===== src/rtl/xgriscv_muldiv.sv =====
// ============================================================================
// Module   : xgriscv_muldiv
// Purpose  : Iterative RV32M multiply/divide unit with a one-cycle regfile
//            writeback port. Divide-by-zero and signed overflow take a fast path.
// Revision : 1.0 - initial release
// ============================================================================
`default_nettype none

module xgriscv_muldiv #(
    parameter int XLEN    = 32,
    parameter int RFIDX_W = 5
) (
    input  logic               clk,
    input  logic               rstn,
    input  logic               start,
    input  logic               kill,
    input  logic [2:0]         funct3,
    input  logic [XLEN-1:0]    a,
    input  logic [XLEN-1:0]    b,
    input  logic [RFIDX_W-1:0] rd_idx,
    output logic               busy,
    output logic               done,
    output logic               wb_we,
    output logic [RFIDX_W-1:0] wb_wa,
    output logic [XLEN-1:0]    wb_wd
);

    localparam int CNT_W = $clog2(XLEN);
    localparam logic [CNT_W-1:0] CNT_LAST = CNT_W'(XLEN - 1);

    typedef enum logic [1:0] {
        S_IDLE = 2'd0,
        S_CALC = 2'd1,
        S_FIN  = 2'd2
    } state_t;

    state_t state, state_nxt;

    logic [2:0]         op;
    logic [RFIDX_W-1:0] rd;
    logic [CNT_W-1:0]   cnt;
    logic               neg;
    logic               bypass;
    logic [XLEN-1:0]    opnd;
    logic [2*XLEN-1:0]  acc;

    logic               accept;
    logic               signed_a, signed_b, sa, sb;
    logic [XLEN-1:0]    mag_a, mag_b;
    logic               special;
    logic [XLEN-1:0]    special_res;
    logic [2*XLEN-1:0]  acc_step;
    logic [XLEN:0]      mul_sum;
    logic [XLEN:0]      div_tmp;
    logic [XLEN:0]      div_diff;
    logic [2*XLEN-1:0]  prod_s;
    logic [XLEN-1:0]    quo_s, rem_s;
    logic [XLEN-1:0]    result;

    assign busy   = (state != S_IDLE);
    assign accept = (state == S_IDLE) && start && !kill;

    // Operand conditioning from the raw request (used only on accept).
    always_comb begin
        signed_a    = (funct3 == 3'b001) || (funct3 == 3'b010) ||
                      (funct3 == 3'b100) || (funct3 == 3'b110);
        signed_b    = (funct3 == 3'b001) || (funct3 == 3'b100) || (funct3 == 3'b110);
        sa          = a[XLEN-1] & signed_a;
        sb          = b[XLEN-1] & signed_b;
        mag_a       = sa ? (~a + 1'b1) : a;
        mag_b       = sb ? (~b + 1'b1) : b;
        special     = 1'b0;
        special_res = '0;
        if (funct3[2]) begin
            if (b == '0) begin
                special     = 1'b1;
                special_res = funct3[1] ? a : '1;
            end else if (!funct3[0] && (a == {1'b1, {(XLEN-1){1'b0}}}) && (b == '1)) begin
                special     = 1'b1;
                special_res = funct3[1] ? '0 : a;
            end
        end
    end

    // One iteration: shift-add multiply, or one restoring-divide quotient bit.
    always_comb begin
        mul_sum  = {1'b0, acc[2*XLEN-1:XLEN]} + (acc[0] ? {1'b0, opnd} : '0);
        div_tmp  = acc[2*XLEN-1:XLEN-1];
        div_diff = div_tmp - {1'b0, opnd};
        acc_step = acc;
        if (op[2]) begin
            if (div_tmp >= {1'b0, opnd})
                acc_step = {div_diff[XLEN-1:0], acc[XLEN-2:0], 1'b1};
            else
                acc_step = {div_tmp[XLEN-1:0], acc[XLEN-2:0], 1'b0};
        end else begin
            acc_step = {mul_sum, acc[XLEN-1:1]};
        end
    end

    always_comb begin
        prod_s = neg ? (~acc + 1'b1) : acc;
        quo_s  = neg ? (~acc[XLEN-1:0] + 1'b1) : acc[XLEN-1:0];
        rem_s  = neg ? (~acc[2*XLEN-1:XLEN] + 1'b1) : acc[2*XLEN-1:XLEN];
        result = '0;
        if (bypass) begin
            result = acc[XLEN-1:0];
        end else begin
            case (op)
                3'b000:                 result = prod_s[XLEN-1:0];
                3'b001, 3'b010, 3'b011: result = prod_s[2*XLEN-1:XLEN];
                3'b100, 3'b101:         result = quo_s;
                default:                result = rem_s;
            endcase
        end
    end

    always_comb begin
        state_nxt = state;
        case (state)
            S_IDLE: if (accept) state_nxt = special ? S_FIN : S_CALC;
            S_CALC: begin
                if (kill)
                    state_nxt = S_IDLE;
                else if (cnt == CNT_LAST)
                    state_nxt = S_FIN;
            end
            S_FIN:   state_nxt = S_IDLE;
            default: state_nxt = S_IDLE;
        endcase
    end

    always_ff @(posedge clk or negedge rstn) begin
        if (!rstn)
            state <= S_IDLE;
        else
            state <= state_nxt;
    end

    always_ff @(posedge clk or negedge rstn) begin
        if (!rstn) begin
            op     <= '0;
            rd     <= '0;
            cnt    <= '0;
            neg    <= 1'b0;
            bypass <= 1'b0;
            opnd   <= '0;
            acc    <= '0;
        end else if (accept) begin
            op     <= funct3;
            rd     <= rd_idx;
            cnt    <= '0;
            bypass <= special;
            if (special) begin
                neg  <= 1'b0;
                opnd <= '0;
                acc  <= {{XLEN{1'b0}}, special_res};
            end else begin
                // REM takes the dividend sign; everything else the sign product.
                neg  <= (funct3[2] && funct3[1]) ? sa : (sa ^ sb);
                opnd <= funct3[2] ? mag_b : mag_a;
                acc  <= {{XLEN{1'b0}}, funct3[2] ? mag_a : mag_b};
            end
        end else if (state == S_CALC && !kill) begin
            acc <= acc_step;
            cnt <= cnt + 1'b1;
        end
    end

    // Writeback registers are loaded on the edge leaving FIN.
    always_ff @(posedge clk or negedge rstn) begin
        if (!rstn) begin
            done  <= 1'b0;
            wb_we <= 1'b0;
            wb_wa <= '0;
            wb_wd <= '0;
        end else begin
            done  <= 1'b0;
            wb_we <= 1'b0;
            if (state == S_FIN && !kill) begin
                done  <= 1'b1;
                wb_we <= (rd != '0);
                wb_wa <= rd;
                wb_wd <= result;
            end
        end
    end

endmodule

`default_nettype wire


===== config.mk =====
export PLATFORM = sky130hd
export DESIGN_NAME = xgriscv_muldiv
export DESIGN_NICKNAME = d
export VERILOG_FILES = /design/src/rtl/xgriscv_muldiv.sv
export SDC_FILE = /design/constraint.sdc
export NUM_CORES = 1
export LEC_CHECK = 0
export ABC_CLOCK_PERIOD_IN_PS = 4050
export BUFFER_PORTS_ARGS = -buffer_cell sky130_fd_sc_hd__buf_4
export CAP_MARGIN = 25
export CORE_ASPECT_RATIO = 2
export CORE_UTILIZATION = 39
export DETAILED_ROUTE_END_ITERATION = 8
export PLACE_DENSITY = 0.64
export SLEW_MARGIN = 0
export SYNTH_ARGS = -nofsm -noshare
export SYNTH_HDL_FRONTEND = slang
export SYNTH_SLANG_ARGS = --single-unit

===== constraint.sdc =====
create_clock -name clk -period 4.05 [get_ports clk]
set_input_delay 0.405 -clock clk [delete_from_list [all_inputs] [get_ports clk]]
set_output_delay 0.405 -clock clk [all_outputs]
set_load 0.03 [all_outputs]

-- After elaboration in Yosys (flattened, before gate mapping)
Cells that the tools add are included.
- flip-flop bits (word level): 152
- latch bits: 0
- RAM bits: 0
- memory bits (read-only): 0
- bits of input ports: 76
- logic and storage cells: 103
- memories: 0
- add/subtract/negate cells: 8
- multiply operators: 0
- div/mod/pow operators: 0
- $lt $le $gt $ge: 1
- equal/unequal tests: 16
- shift operators: 0
- multiplexer cells: 35
- bitwise gates (word level): 8
- reductions and logical operators: 23
- operators by type and width (kind ; count):
    2-to-1 mux 32 bit ; 15
    2-to-1 mux 64 bit ; 5
    adder 32 x 1 -> 32 bit (second input constant) ; 4
    NOT 32 bit ; 4
    one-hot mux 32 bit (3 select lines) ; 1
    adder 64 x 1 -> 64 bit (second input constant) ; 1
    equality test 32 bit (second input constant) ; 2
    NOT 64 bit ; 1
    adder 32 x 32 -> 33 bit ; 1
    >= comparator 33 x 32 -> 1 bit ; 1
    zero test 32 bit ; 1
    subtractor 32 bit ; 1
    equality test 3 bit (second input constant) ; 4
    2-to-1 mux 5 bit ; 2
    equality test 3 x 2 -> 1 bit (second input constant) ; 3
    2-to-1 mux 2 bit ; 4
    logical AND 1 bit ; 7
    2-to-1 mux 1 bit ; 7
    equality test 3 x 1 -> 1 bit (second input constant) ; 2
    adder 5 x 1 -> 5 bit (second input constant) ; 1
    equality test 5 bit (second input constant) ; 1
    logical OR 1 bit ; 5
    nonzero test 5 bit ; 1
    one-hot mux 2 bit (2 select lines) ; 1
    13 further kinds ; 16

-- Longest topological paths before layout
- depth in word-level cells: 9
- gate-level depth with buffers: 15
- mapped depth without buffers: 14

-- Least setup slack after synthesis
OpenSTA, ideal clock, no wires.
- path type: flip-flop to flip-flop
- start: reg acc[31]
- end: reg acc[60]
- library setup time: 0.124 ns
- arrival time: 3.305 ns
- required time: 3.926 ns
- slack: 0.621 ns
- stages on the path, launching flop included: 15
- buffers on the path: 1
- cells stage by stage: dfrtp_1 -> clkbuf_1 -> inv_1 -> ha_1 -> inv_1 -> fa_1 -> a21o_1 -> a311o_1 -> a31oi_1 -> o211ai_1 -> a311o_1 -> nor2b_1 -> o21ai_0 -> mux2_2 -> a211o_1
- word-level cells in the longest chain between the ends: 5
- ends and longest elaborated chain (element ; RTL line ; text):
    from (decl) ; 45 ; logic [2*XLEN-1:0] acc;
    from (signal assigned) ; 157 ; acc <= {{XLEN{1'b0}}, special_res};
    from (signal assigned) ; 162 ; acc <= {{XLEN{1'b0}}, funct3[2] ? mag_a : mag_b};
    from (signal assigned) ; 165 ; acc <= acc_step;
    subtractor 32 bit / >= comparator 33 x 32 -> 1 bit (equally long branches) ; 89, 92 ;
    2-to-1 mux 64 bit (*) ; 92 ; if (div_tmp >= {1'b0, opnd})
    2-to-1 mux 64 bit (*) ; 91 ; if (op[2]) begin
    2-to-1 mux 64 bit (*) ; 164 ; end else if (state == S_CALC && !kill) begin
    2-to-1 mux 64 bit (*) ; 149 ; end else if (accept) begin
Mark *: on every way between the ends. The rest lies on a longest branch, timed or not. The select of a mux whose other input is x is not followed.
A chain may end at the register's enable or synchronous reset.

-- Final worst setup path
- start: reg acc[0]
- end: reg wb_wd[0]
- word-level cells in the longest chain between the ends: 5
- ends and longest elaborated chain (element ; RTL line ; text):
    NOT 64 bit / NOT 32 bit (equally long branches) ; 102, 103 ;
    adder 64 x 1 -> 64 bit / adder 32 x 1 -> 32 bit (equally long branches) ; 102, 103 ;
    2-to-1 mux 64 bit / 2-to-1 mux 32 bit (equally long branches) ; 102, 103 ;
    one-hot mux 32 bit (3 select lines) ; 109 ; case (op)
    2-to-1 mux 32 bit (*) ; 106 ; if (bypass) begin
    to (signal assigned) ; 184 ; wb_wd <= result;
    to (decl) ; 25 ; output logic [XLEN-1:0] wb_wd
Mark *: on every way between the ends. The rest lies on a longest branch, timed or not.

==> results.md <==
- Routed WL per cell: 26.20 µm
- Arrival time at the worst endpoint: 4.15 ns
- Max_cap viols: 0
- Fmax: 0.2661 GHz
- Setup TNS: 0 ns
- CP endpoint kind: flip-flop
- Final WL: 69720 µm
- Critical path class: reg -> reg
- Clock Path Buffers: 2
- VDD IR max: 362.0 µV
- Starting DRC count in detailed routing: 1480
- Worst skew pair latency: 0.47 ns
- Yosys cell types: 84
- Design Power: 11.24 mW
- Number of global-route vias before repair: 16.81k
- CTS H-Tree Depth: 4
- CTS buffer count: 17
- Layout area overhead: 14.98%
- Vias per cell: 6.380
- FF+latch count, synth: 152
- First-pass GRT wire length: 102900 µm
- Clock Skews: 0.01874 ns
- Crit path launch: acc[0]
- Clock Sinks: 152
- Fillers: 3933
- Post-DP HPWL: 54460 µm
- Vias post-DR: 16.98k
- Site row count: 101
- CTS tree: built
- Crit path max fanout: 8
- Lkg Pwr: 7.643 nW
- Worst hold path type: in -> async
- WHS: 0.03293 ns
- Hold_buf cts: 0
- Non-filler cells, final: 2661
- Mapped Cells: 2051
- Async SR Flop Fraction: 100.0%
- # IOs: 116
- All-layer global routing usage: 35.61%
- Die Wd: 141.5 µm
- Synth Warn #: 0
- Synth Flop Type: dfrtp_1
- Final Hold Viols: 0
- Register area share after synthesis: 25.05%
- Global placement routability congestion: 1.111
- Leading cell type in the layout, fill and taps excluded: nand2_1
- Avg Cell Area, Syn: 7.402 µm²
- Core area: 38160 µm²
- GR Overflow Total: 0
- PwrDens: 643.9 nW/µm²
- Initial Util: 39.78%
- Post-Syn Area: 15180 µm²
- Placed Cells: 2625
- Net Count, Synth: 2200
- Layout cells sized above 1: 13.26%
- Initial DRT Pass Iterations: 5
- Final-report max-slew violation count: 0
- Relative slew slack: 21.43%
- Clock root buffer: clkbuf_16
- Post-synth EDFFs: 0
- FF-to-FF End: wb_wd[0]
- Critical path data required time: 4.44 ns
- Worst-path clk slew: 0.07 ns
- RSZ-0062 raised after global routing: no
- Final period util: 92.80%
- CP startpoint kind: flip-flop
- Antenna viol nets, final: 0
- Final nets: 2278
- Status: complete, no violations
- Most frequent cells in the layout: nand2_1 (240), o21ai_0 (229), buf_4 (208)
- R2R setup slack: 0.29 ns
- Fin crit period: 3.758 ns
- Endpoints failing setup: 0
- Die height: 281.0 µm
- Initial antenna violation count: 6
- # port buffers: 115
- DIE AREA: 39770 µm²
- Worst-case reg-to-reg path depth: 12
- Reg2Reg Launch Point: acc[0]
- Actual slew at the worst max-slew pin: 1.166 ns
- Largest net degree at the start of global routing: 95
- Worst setup endpoint: wb_wd[0]
- Post-route DRC: 0
flip-flops by register name, summed over array words and instances, names as in the netlist:
register and cells:
rd 5, opnd 32, wb_we 1, cnt 5, acc 64, wb_wa 5, done 1, neg 1
wb_wd 32, op 3, state 2, bypass 1
final cells by class:
| cell class | instances | area, µm² | share of cell area [%] |
|---|---|---|---|
| Sequential cell | 152 | 3806 | 21.80 |
| Clock buffer | 18 | 439.2 | 2.516 |
| Multi-Input combinational cell | 1678 | 10550 | 60.43 |
| Inverter | 69 | 259.0 | 1.484 |
| Tap cell | 515 | 644.4 | 3.691 |
| Clock inverter | 14 | 151.4 | 0.8673 |
| Antenna cell | 4 | 10.01 | 0.05734 |
| Timing Repair Buffer | 211 | 1598 | 9.153 |
kinds of logic after synthesis:
kind of cell | synth area share, %
AO/OA/AOI/OAI | 28.84
buffers and inverters | 5.744
adder cells (fa/ha/maj) | 6.115
AND/OR/NAND/NOR | 21.25
multiplexers | 3.189
XOR/XNOR | 9.807
flip-flops | 25.05
routing by layer:
layer | wire length [µm] | global-route usage [%] | vias up | part of all wire [%]
li1 | - | - | 7597 | -
met1 | 22730 | 34.48 | 8131 | 33
met2 | 34850 | 62.52 | 904 | 50
met3 | 3860 | 4.975 | 344 | 5.5
met4 | 8272 | 37.33 | 0 | 12
met5 | 0 | 0 | - | 0
worst max-delay path: stages (launching register included):
cell and delay [ns]:
dfrtp_1 0.47, inv_1 0.12, ha_1 0.20, or3b_2 0.49, nor4b_2 0.22, buf_4 0.17
nand4_1 0.32, nand2_1 0.32, nor2_1 0.14, nor2_1 0.46, a21oi_1 0.17, o211ai_1 0.42
o21a_1 0.19
per-stage QoR:
stage	utilization, %	setup WS (ns)	area, µm²
final	45.74	0.2918	17460
after global routing	45.73	0.1318	17450
after CTS	45.70	0.2167	17440
after detailed placement	44.15	0.2422	16850
after global placement	44.14	0.2063	16850
after floorplan	-	0.6213	15180
worst min path at each step:
stage	end	depth (start not counted)
3_3_place_gp	opnd[21]	2
2_1_floorplan	acc[0]	0
6_report	wb_wd[7]	1
5_1_grt	wb_wd[6]	1
4_1_cts	rd[3]	1
3_5_place_dp	wb_wa[1]	2
power breakdown:
group | switching [mW] | total [mW] | leakage [nW] | internal [mW]
sequential | 0.569 | 2.40 | 1.97 | 1.84
combinational | 4.59 | 7.17 | 5.38 | 2.58
clock | 0.822 | 1.67 | 0.289 | 0.843
cells in the mapped netlist (all sizes together) (23+ instances only):
| library cell | count | area share, % |
|---|---|---|
| a21oi | 188 | 6.2 |
| nor2 | 194 | 4.8 |
| dfrtp | 152 | 25 |
| o221ai | 24 | 1.4 |
| o211ai | 55 | 2.7 |
| buf | 28 | 0.93 |
| nor3 | 31 | 1.1 |
| a31oi | 37 | 1.5 |
| o21ai | 233 | 7.7 |
| clkbuf | 124 | 3.1 |
| ha | 71 | 5.9 |
| nand2 | 241 | 6.0 |
| mux2i | 45 | 3.0 |
| inv | 69 | 1.7 |
| o31ai | 23 | 1.2 |
| xnor2 | 88 | 5.1 |
| or3 | 25 | 1.1 |
| xor2 | 82 | 4.7 |
| a21o | 26 | 1.3 |
| nand3 | 32 | 1.1 |
timing repair:
action,CTS,global route
resized for setup,0,1
setup endpoints to repair,0,8
buffers inserted,0,0
Power figures use the tool's default switching activity.
